File: src/rtl/mips_ctrl_pkg.sv
// Shared types and constants for the multicycle MIPS main control FSM.
package mips_ctrl_pkg;

  typedef enum logic [3:0] {
    StFetch   = 4'd0,
    StDecode  = 4'd1,
    StMemAdr  = 4'd2,
    StMemRd   = 4'd3,
    StMemWb   = 4'd4,
    StMemWr   = 4'd5,
    StExecute = 4'd6,
    StAluWb   = 4'd7,
    StBranch  = 4'd8,
    StAddiEx  = 4'd9,
    StAddiWb  = 4'd10,
    StJump    = 4'd11,
    StFault   = 4'd12
  } state_e;

  localparam logic [5:0] OP_RTYPE = 6'b000000;
  localparam logic [5:0] OP_LW    = 6'b100011;
  localparam logic [5:0] OP_SW    = 6'b101011;
  localparam logic [5:0] OP_BEQ   = 6'b000100;
  localparam logic [5:0] OP_BNE   = 6'b000101;
  localparam logic [5:0] OP_ADDI  = 6'b001000;
  localparam logic [5:0] OP_J     = 6'b000010;

  localparam logic [1:0] ALUOP_ADD   = 2'b00;
  localparam logic [1:0] ALUOP_SUB   = 2'b01;
  localparam logic [1:0] ALUOP_FUNCT = 2'b10;

  localparam logic [1:0] SRCB_REG    = 2'b00;
  localparam logic [1:0] SRCB_FOUR   = 2'b01;
  localparam logic [1:0] SRCB_IMM    = 2'b10;
  localparam logic [1:0] SRCB_IMM_SH = 2'b11;

  localparam logic [1:0] PCSRC_ALU    = 2'b00;
  localparam logic [1:0] PCSRC_ALUOUT = 2'b01;
  localparam logic [1:0] PCSRC_JUMP   = 2'b10;

  // Datapath control bundle driven by the FSM output decode.
  typedef struct packed {
    logic       mem_req;
    logic       mem_write;
    logic       iord;
    logic       ir_write;
    logic       pc_en;
    logic [1:0] pc_src;
    logic       alu_src_a;
    logic [1:0] alu_src_b;
    logic [1:0] alu_op;
    logic       reg_write;
    logic       reg_dst;
    logic       mem_to_reg;
    logic       illegal_op;
    logic       fault;
  } ctrl_t;

endpackage

File: src/rtl/mips_multicycle_ctrl_mem_wait_timer.sv
// Counts consecutive memory wait cycles; flags expiry at MEM_TIMEOUT.
module mem_wait_timer #(
  parameter int unsigned MEM_TIMEOUT = 15,
  parameter int unsigned TW          = 4
) (
  input  logic clk,
  input  logic reset,
  input  logic active,
  input  logic ready,
  output logic expired
);

  logic [TW-1:0] cnt_q;

  // Count while waiting; clear on completion or when no access is pending.
  always_ff @(posedge clk or posedge reset) begin
    if (reset) begin
      cnt_q <= '0;
    end else if (active && !ready) begin
      cnt_q <= cnt_q + TW'(1);
    end else begin
      cnt_q <= '0;
    end
  end

  // A ready in the limit cycle completes the access instead of faulting.
  assign expired = active && !ready && (cnt_q == TW'(MEM_TIMEOUT));

endmodule

File: src/rtl/mips_multicycle_ctrl.sv
// Main control FSM for the multicycle MIPS datapath.
// Optional: define MIPS_CTRL_BNE_EN to decode bne as an inverted-sense branch.
module mips_multicycle_ctrl
  import mips_ctrl_pkg::*;
#(
  parameter int unsigned MEM_TIMEOUT = 15,
  parameter int unsigned TW          = 4
) (
  input  logic       clk,
  input  logic       reset,
  input  logic [5:0] Op,
  input  logic       Zero,
  input  logic       MemReady,
  output logic       MemReq,
  output logic       MemWrite,
  output logic       IorD,
  output logic       IRWrite,
  output logic       PCEn,
  output logic [1:0] PCSrc,
  output logic       ALUSrcA,
  output logic [1:0] ALUSrcB,
  output logic [1:0] ALUOp,
  output logic       RegWrite,
  output logic       RegDst,
  output logic       MemtoReg,
  output logic       IllegalOp,
  output logic       Fault,
  output logic [3:0] State
);

  state_e state_q, state_d;
  ctrl_t  c, c_out;
  logic   wait_active, expired;

  assign wait_active = (state_q == StFetch) || (state_q == StMemRd) || (state_q == StMemWr);

  mem_wait_timer #(
    .MEM_TIMEOUT(MEM_TIMEOUT),
    .TW         (TW)
  ) u_timer (
    .clk    (clk),
    .reset  (reset),
    .active (wait_active),
    .ready  (MemReady),
    .expired(expired)
  );

`ifdef MIPS_CTRL_BNE_EN
  logic bne_q, bne_d;

  // Remember whether the branch in flight is bne.
  always_ff @(posedge clk or posedge reset) begin
    if (reset) bne_q <= 1'b0;
    else       bne_q <= bne_d;
  end
`endif

  // State register.
  always_ff @(posedge clk or posedge reset) begin
    if (reset) state_q <= StFetch;
    else       state_q <= state_d;
  end

  // Next-state and per-state control decode.
  always_comb begin
    c       = '0;
    state_d = state_q;
`ifdef MIPS_CTRL_BNE_EN
    bne_d   = bne_q;
`endif
    case (state_q)
      StFetch: begin
        c.mem_req   = 1'b1;
        c.alu_src_b = SRCB_FOUR;
        c.alu_op    = ALUOP_ADD;
        c.pc_src    = PCSRC_ALU;
        if (MemReady) begin
          c.ir_write = 1'b1;
          c.pc_en    = 1'b1;
          state_d    = StDecode;
        end else if (expired) begin
          state_d = StFault;
        end
      end
      StDecode: begin
        c.alu_src_b = SRCB_IMM_SH;
        c.alu_op    = ALUOP_ADD;
`ifdef MIPS_CTRL_BNE_EN
        bne_d = (Op == OP_BNE);
`endif
        case (Op)
          OP_LW, OP_SW: state_d = StMemAdr;
          OP_RTYPE:     state_d = StExecute;
          OP_BEQ:       state_d = StBranch;
`ifdef MIPS_CTRL_BNE_EN
          OP_BNE:       state_d = StBranch;
`endif
          OP_ADDI:      state_d = StAddiEx;
          OP_J:         state_d = StJump;
          default: begin
            c.illegal_op = 1'b1;
            state_d      = StFetch;
          end
        endcase
      end
      StMemAdr: begin
        c.alu_src_a = 1'b1;
        c.alu_src_b = SRCB_IMM;
        c.alu_op    = ALUOP_ADD;
        if (Op == OP_LW)      state_d = StMemRd;
        else if (Op == OP_SW) state_d = StMemWr;
        else                  state_d = StFetch;
      end
      StMemRd: begin
        c.mem_req = 1'b1;
        c.iord    = 1'b1;
        if (MemReady)     state_d = StMemWb;
        else if (expired) state_d = StFault;
      end
      StMemWb: begin
        c.reg_write  = 1'b1;
        c.mem_to_reg = 1'b1;
        state_d      = StFetch;
      end
      StMemWr: begin
        c.mem_req   = 1'b1;
        c.mem_write = 1'b1;
        c.iord      = 1'b1;
        if (MemReady)     state_d = StFetch;
        else if (expired) state_d = StFault;
      end
      StExecute: begin
        c.alu_src_a = 1'b1;
        c.alu_src_b = SRCB_REG;
        c.alu_op    = ALUOP_FUNCT;
        state_d     = StAluWb;
      end
      StAluWb: begin
        c.reg_write = 1'b1;
        c.reg_dst   = 1'b1;
        state_d     = StFetch;
      end
      StBranch: begin
        c.alu_src_a = 1'b1;
        c.alu_src_b = SRCB_REG;
        c.alu_op    = ALUOP_SUB;
        c.pc_src    = PCSRC_ALUOUT;
`ifdef MIPS_CTRL_BNE_EN
        c.pc_en     = bne_q ? ~Zero : Zero;
`else
        c.pc_en     = Zero;
`endif
        state_d     = StFetch;
      end
      StAddiEx: begin
        c.alu_src_a = 1'b1;
        c.alu_src_b = SRCB_IMM;
        c.alu_op    = ALUOP_ADD;
        state_d     = StAddiWb;
      end
      StAddiWb: begin
        c.reg_write = 1'b1;
        state_d     = StFetch;
      end
      StJump: begin
        c.pc_src = PCSRC_JUMP;
        c.pc_en  = 1'b1;
        state_d  = StFetch;
      end
      StFault: begin
        c.fault = 1'b1;
      end
      default: state_d = StFetch;
    endcase
  end

  // Reset forces every output low, even mid-access.
  assign c_out     = reset ? '0 : c;
  assign State     = reset ? 4'd0 : state_q;
  assign MemReq    = c_out.mem_req;
  assign MemWrite  = c_out.mem_write;
  assign IorD      = c_out.iord;
  assign IRWrite   = c_out.ir_write;
  assign PCEn      = c_out.pc_en;
  assign PCSrc     = c_out.pc_src;
  assign ALUSrcA   = c_out.alu_src_a;
  assign ALUSrcB   = c_out.alu_src_b;
  assign ALUOp     = c_out.alu_op;
  assign RegWrite  = c_out.reg_write;
  assign RegDst    = c_out.reg_dst;
  assign MemtoReg  = c_out.mem_to_reg;
  assign IllegalOp = c_out.illegal_op;
  assign Fault     = c_out.fault;

endmodule

File: config.mk
export PLATFORM = sky130hd
export DESIGN_NAME = mips_multicycle_ctrl
export DESIGN_NICKNAME = d
export VERILOG_FILES = /design/src/rtl/mips_ctrl_pkg.sv /design/src/rtl/mips_multicycle_ctrl_mem_wait_timer.sv /design/src/rtl/mips_multicycle_ctrl.sv
export SDC_FILE = /design/constraint.sdc
export NUM_CORES = 1
export LEC_CHECK = 0
export CAP_MARGIN = 20
export CORE_MARGIN = 1
export CORE_UTILIZATION = 47
export CTS_BUF_LIST = sky130_fd_sc_hd__clkbuf_4 sky130_fd_sc_hd__clkbuf_8 sky130_fd_sc_hd__clkbuf_16
export CTS_CLUSTER_SIZE = 24
export DETAILED_ROUTE_END_ITERATION = 12
export PLACE_DENSITY = 0.84
export SETUP_SLACK_MARGIN = 0.5
export SYNTH_ARGS = -nofsm -noshare
export SYNTH_HDL_FRONTEND = slang
export SYNTH_SLANG_ARGS = --single-unit
File: constraint.sdc
create_clock -name clk -period 4.3 [get_ports clk]
set_clock_uncertainty 0.15 [all_clocks]
set_input_delay 0.86 -clock clk [delete_from_list [all_inputs] [get_ports clk]]
set_output_delay 0.86 -clock clk [all_outputs]
set_load 0.005 [all_outputs]
======== Word-level counts from Yosys, hierarchy flattened ========
Cells that the tools add are included.
cells by class
  add/sub/neg operators ................... 1
  multipliers ............................. 0
  div/mod/pow operators ................... 0
  magnitude comparators ................... 0
  equality and inequality tests ........... 18
  shifts and indexed selects .............. 0
  multiplexer cells ....................... 25
  bitwise logic cells ..................... 0
  reductions and logical operators ........ 14
operators with widths
  cell                 count
  $pmux 4 s5           2
  $pmux 4 s8           1
  $mux 4               7
  $eq 4x4->1 const B   6
  $mux 17              1
  $eq 4x3->1 const B   4
  $eq 6x6->1 const B   2
  $mux 1               11
  $pmux 3 s3           1
  $eq 4x2->1 const B   2
  $eq 6x2->1 const B   1
  $eq 6x3->1 const B   1
  $eq 6x4->1 const B   1
  $logic_not 6->1      1
  $reduce_or 2->1      3
  $reduce_or 3->1      2
  $reduce_or 6->1      1
  $add 4x1->4 const B  1
  $eq 4x1->1 const B   1
  $logic_not 4->1      1
  $reduce_or 4->1      1
  $mux 3               1
  $logic_and 1x1->1    2
  $logic_or 1x1->1     2
  2 further kinds      2
word-level totals
  register bits after elaboration ......... 8
  bits in latches ......................... 0
  memory bits (writable) .................. 0
  memory bits (read-only) ................. 0
  input bits .............................. 10
  output and inout bits ................... 21
  memories ................................ 0

======== Depth between registers and ports, before layout ========
  depth in word-level cells ............... 8
  mapped depth ............................ 5
  mapped depth without buffers ............ 5

======== Cells and area by module ========
A second synthesis with hierarchy kept.
unflattened totals
  cell total of the unflattened synthesis .. 122
  area total of the unflattened synthesis .. 858.3 um^2
modules (own cells, without submodules)
  module                instances  cells an instance  area an instance (um^2)  seq. area each (um^2)
  mips_multicycle_ctrl  1          104                670.6                    100.1
  mem_wait_timer        1          18                 187.7                    100.1

======== Worst setup path before layout ========
OpenSTA, ideal clock, no wires.
  path kind ............................... input to output
  from .................................... input Op[1]
  to ...................................... output IllegalOp
  arrival time ............................ 1.500 ns
  required time ........................... 3.290 ns
  path slack .............................. 1.790 ns
  cell stages on the path ................. 4
  path through ............................ xnor2_1 -> nor3_1 -> o21ai_0 -> nor4b_1
between the ends
  longest elaborated chain between the ends .. 5
  elaborated cells between the ends (all ways) .. 10
ends and longest elaborated chain
  element                                   line                         source
  start: declaration                        mips_multicycle_ctrl.sv:11   input logic [5:0] Op,
  $eq 6x6->1, or another cell as far along  mips_multicycle_ctrl.sv:91   case (Op)
  $reduce_or 6->1 (no line) (*)             --
  $mux 1 (*)                                mips_multicycle_ctrl.sv:91
  $mux 1 (*)                                mips_multicycle_ctrl.sv:71   case (state_q)
  $mux 17 (*)                               mips_multicycle_ctrl.sv:178  assign c_out = reset ? '0 : c;
  end: declaration                          mips_multicycle_ctrl.sv:26   output logic IllegalOp,
Mark *: on every way between the ends. The rest lies on a longest branch, timed or not.

======== Worst setup path after layout ========
Ends and elaborated chain as after synthesis.

==> impl_metrics.yaml <==
die:
  core_um2: 1580
  die_height_um: 43.9
  die-area_um2: 1930
  fp-row-count: 14
  ios: 31
  initial_core_util: 0.524
  chipWidth_um: 43.9
critical_path:
  path_max_fanout: 4
  r2r-start: "state_q[1]"
  cp-end-kind: "output pin"
  startpoint_type: "primary input"
  criticalPathCategory: "primary input to output pin"
  critical_path.startpoint: "Op[1]"
  cp.arrival_ns: 2.58
  crit_required_ns: 3.29
clocking:
  cts-root-buf: "clkbuf_4"
  post-cts-setup-buffer-count: 0
  htree_levels: 1
  clk_pin_slew_ns: 0.06
  cts_buffer_depth: 2
  cts_buffers: 3
  cts_tree: "yes"
  cts.sinks: 8
  clk_latency_ns: 0.26
  cts_hold_buf: 0
  cts_resized: 0
place:
  placedCellCount: 155
  pre_cts_ws_ns: 0.698
  place_hpwl_mm: 1.71
  place_congestion: 0.813
  port_buffers: 30
detailed_routing:
  vias: 972
  drc: 2
  drt-total-wl_mm: 2.24
  detail-route-antenna-nets: 0
  drtIter0Drc: 18
  wl_per_cell_um: 14.2
  dr.pass1.iters: 8
  routed_via_density: 6.15
layout:
  drive_gt1_frac: 0.0563
  fin_nets: 155
  syn_to_final_growth_pct: 37.0
  diodes: 0
  fin_cells: 158
  fillCellCount: 127
synthesis:
  avgSynthCellArea_um2: 7.12
  synth.distinct_cells: 38
  seq_area_frac_synth: 0.242
  ys_warn_count: 0
  yosys-top-cells-count: "21 x nor2_1, 10 x nor3_1, 8 x dfrtp_1, 8 x nand2_1, 7 x nand2b_1"
  synth_ff_type: "dfrtp_1"
  syn-num-nets: 127
  synth_area_um2: 826
  yosysMostFrequentCell: "nor2_1"
  postSynthCellCount: 116
  ys_ff_latch: 8
  async_flop_share: 1.00
  yosysTopAreaCell: "dfrtp_1"
  synth_area_leaders: "dfrtp_1 24%, nor2_1 9.5%, nor3_1 6.1%, nand2b_1 5.3%, nand2_1 3.6%"
  synth-edff-count: 0
  synth_top_area_share: 0.242
power_and_ir_drop:
  ir_drop_uv: 172
  p_total_uw: 237
  power.density_nw_per_um2: 209
  p_leak_nw: 0.441
hold_path:
  hp-start: "u_timer.cnt_q[0]"
  hold_path.class: "flop to flop"
sta:
  tns_ns: 0
  maxSlewHeadroom: 0.598
  rsz0062_at_grt: "no"
  period_share: 0.835
  fmax_ghz: 0.278
  finalSetupViolCount: 0
  worst_pin_slew_ns: 0.602
  final_hold_viol_count: 0
  fin_crit_ns: 3.59
  maxSlewViolCount: 0
  layout_setup_ws_ns: 0.708
grt:
  grt_first_pass_wirelength_mm: 3.68
  grt_max_degree: 20
  grt_pass1_vias: 817
  gr-total-overflow: 0
  antenna_found_initial: 0
  grt_usage: 0.257
run_status:
  failed_checks: "design-rule violations"
  status: "finished, violations left"
job:
  maxCapViolations: 0
[layout make-up]
| type | instances | area [µm²] | share of cell area |
|---|---|---|---|
| timing repair buffer | 31 | 308 | 0.272 |
| clock buffer | 3 | 22.5 | 0.0199 |
| multi-input combinational | 96 | 566 | 0.500 |
| inverter | 4 | 15.0 | 0.0133 |
| sequential | 8 | 200 | 0.177 |
| tap | 16 | 20.0 | 0.0177 |
[placed cells by master, fill, tap and decap left out, drive strengths merged, types with 3 or more instances in the layout]
cell	Yosys	routed
nand2	8	8
clkdlybuf4s50	0	30
clkbuf	2	3
nor2b	4	4
nor3	11	11
o21ai	4	4
dfrtp	8	8
nor4	3	3
nand2b	7	7
and3	4	4
xor2	3	3
inv	4	4
nor2	21	21
nand3	5	5
a31oi	3	3
[critical path, cell delays in order]
cell and delay [ns]:
clkdlybuf4s50_1 0.48, xnor2_1 0.24, nor3_1 0.08, o21ai_0 0.13
nor4b_1 0.24, clkdlybuf4s50_1 0.55
[flip-flops by register name (all words and copies together) (netlist names)]
signal	cells
u_timer.cnt_q	4
state_q	4
[kinds of logic (layout without fill, tap and decap cells)]
| group | Yosys count | after routing | synth area share |
|---|---|---|---|
| flip-flops | 8 | 8 | 0.242 |
| AO/OA/AOI/OAI | 18 | 18 | 0.158 |
| adder cells (fa/ha/maj) | 1 | 1 | 0.0151 |
| buffers and inverters | 12 | 38 | 0.0727 |
| XOR/XNOR | 5 | 5 | 0.0530 |
| AND/OR/NAND/NOR | 71 | 71 | 0.447 |
| multiplexers | 1 | 1 | 0.0121 |
[power by group]
part / total [mW] / internal (mW) / leakage, nW / switching (mW)
logic: 0.0836 / 0.0426 / 0.318 / 0.0411
registers: 0.0920 / 0.0806 / 0.109 / 0.0114
clock network: 0.0611 / 0.0322 / 0.0138 / 0.0289
total: 0.237 / 0.155 / 0.441 / 0.0814
[through the flow]
step | util | instance area [µm²] | hold WS (ns)
after floorplan | - | 826 | 0.282
after global placement | 0.703 | 1110 | 0.301
after detailed placement | 0.703 | 1110 | 0.308
after CTS | 0.717 | 1130 | 0.315
after global routing | 0.717 | 1130 | 0.334
final | 0.717 | 1130 | 0.312
[layer usage]
metal,vias to the layer above,share of wire,track usage
met4,0,0.045,0.145
met1,452,0.47,0.349
met5,-,0,0
met3,13,0.051,0.0750
met2,38,0.43,0.361
li1,469,-,-
[final timing paths]
check | cells past startpoint | to | slack (ns)
worst max register to register | 4 | state_q[3] | 2.34
worst min-delay path | 1 | u_timer.cnt_q[0] | 0.31
worst min register to register | 1 | u_timer.cnt_q[0] | 0.31
worst max-delay path | 6 | IllegalOp | 0.71
max in group asynchronous | 2 | state_q[0] | 2.78
min in group asynchronous | 2 | state_q[3] | 0.95
(Power assumes the default switching activity.)
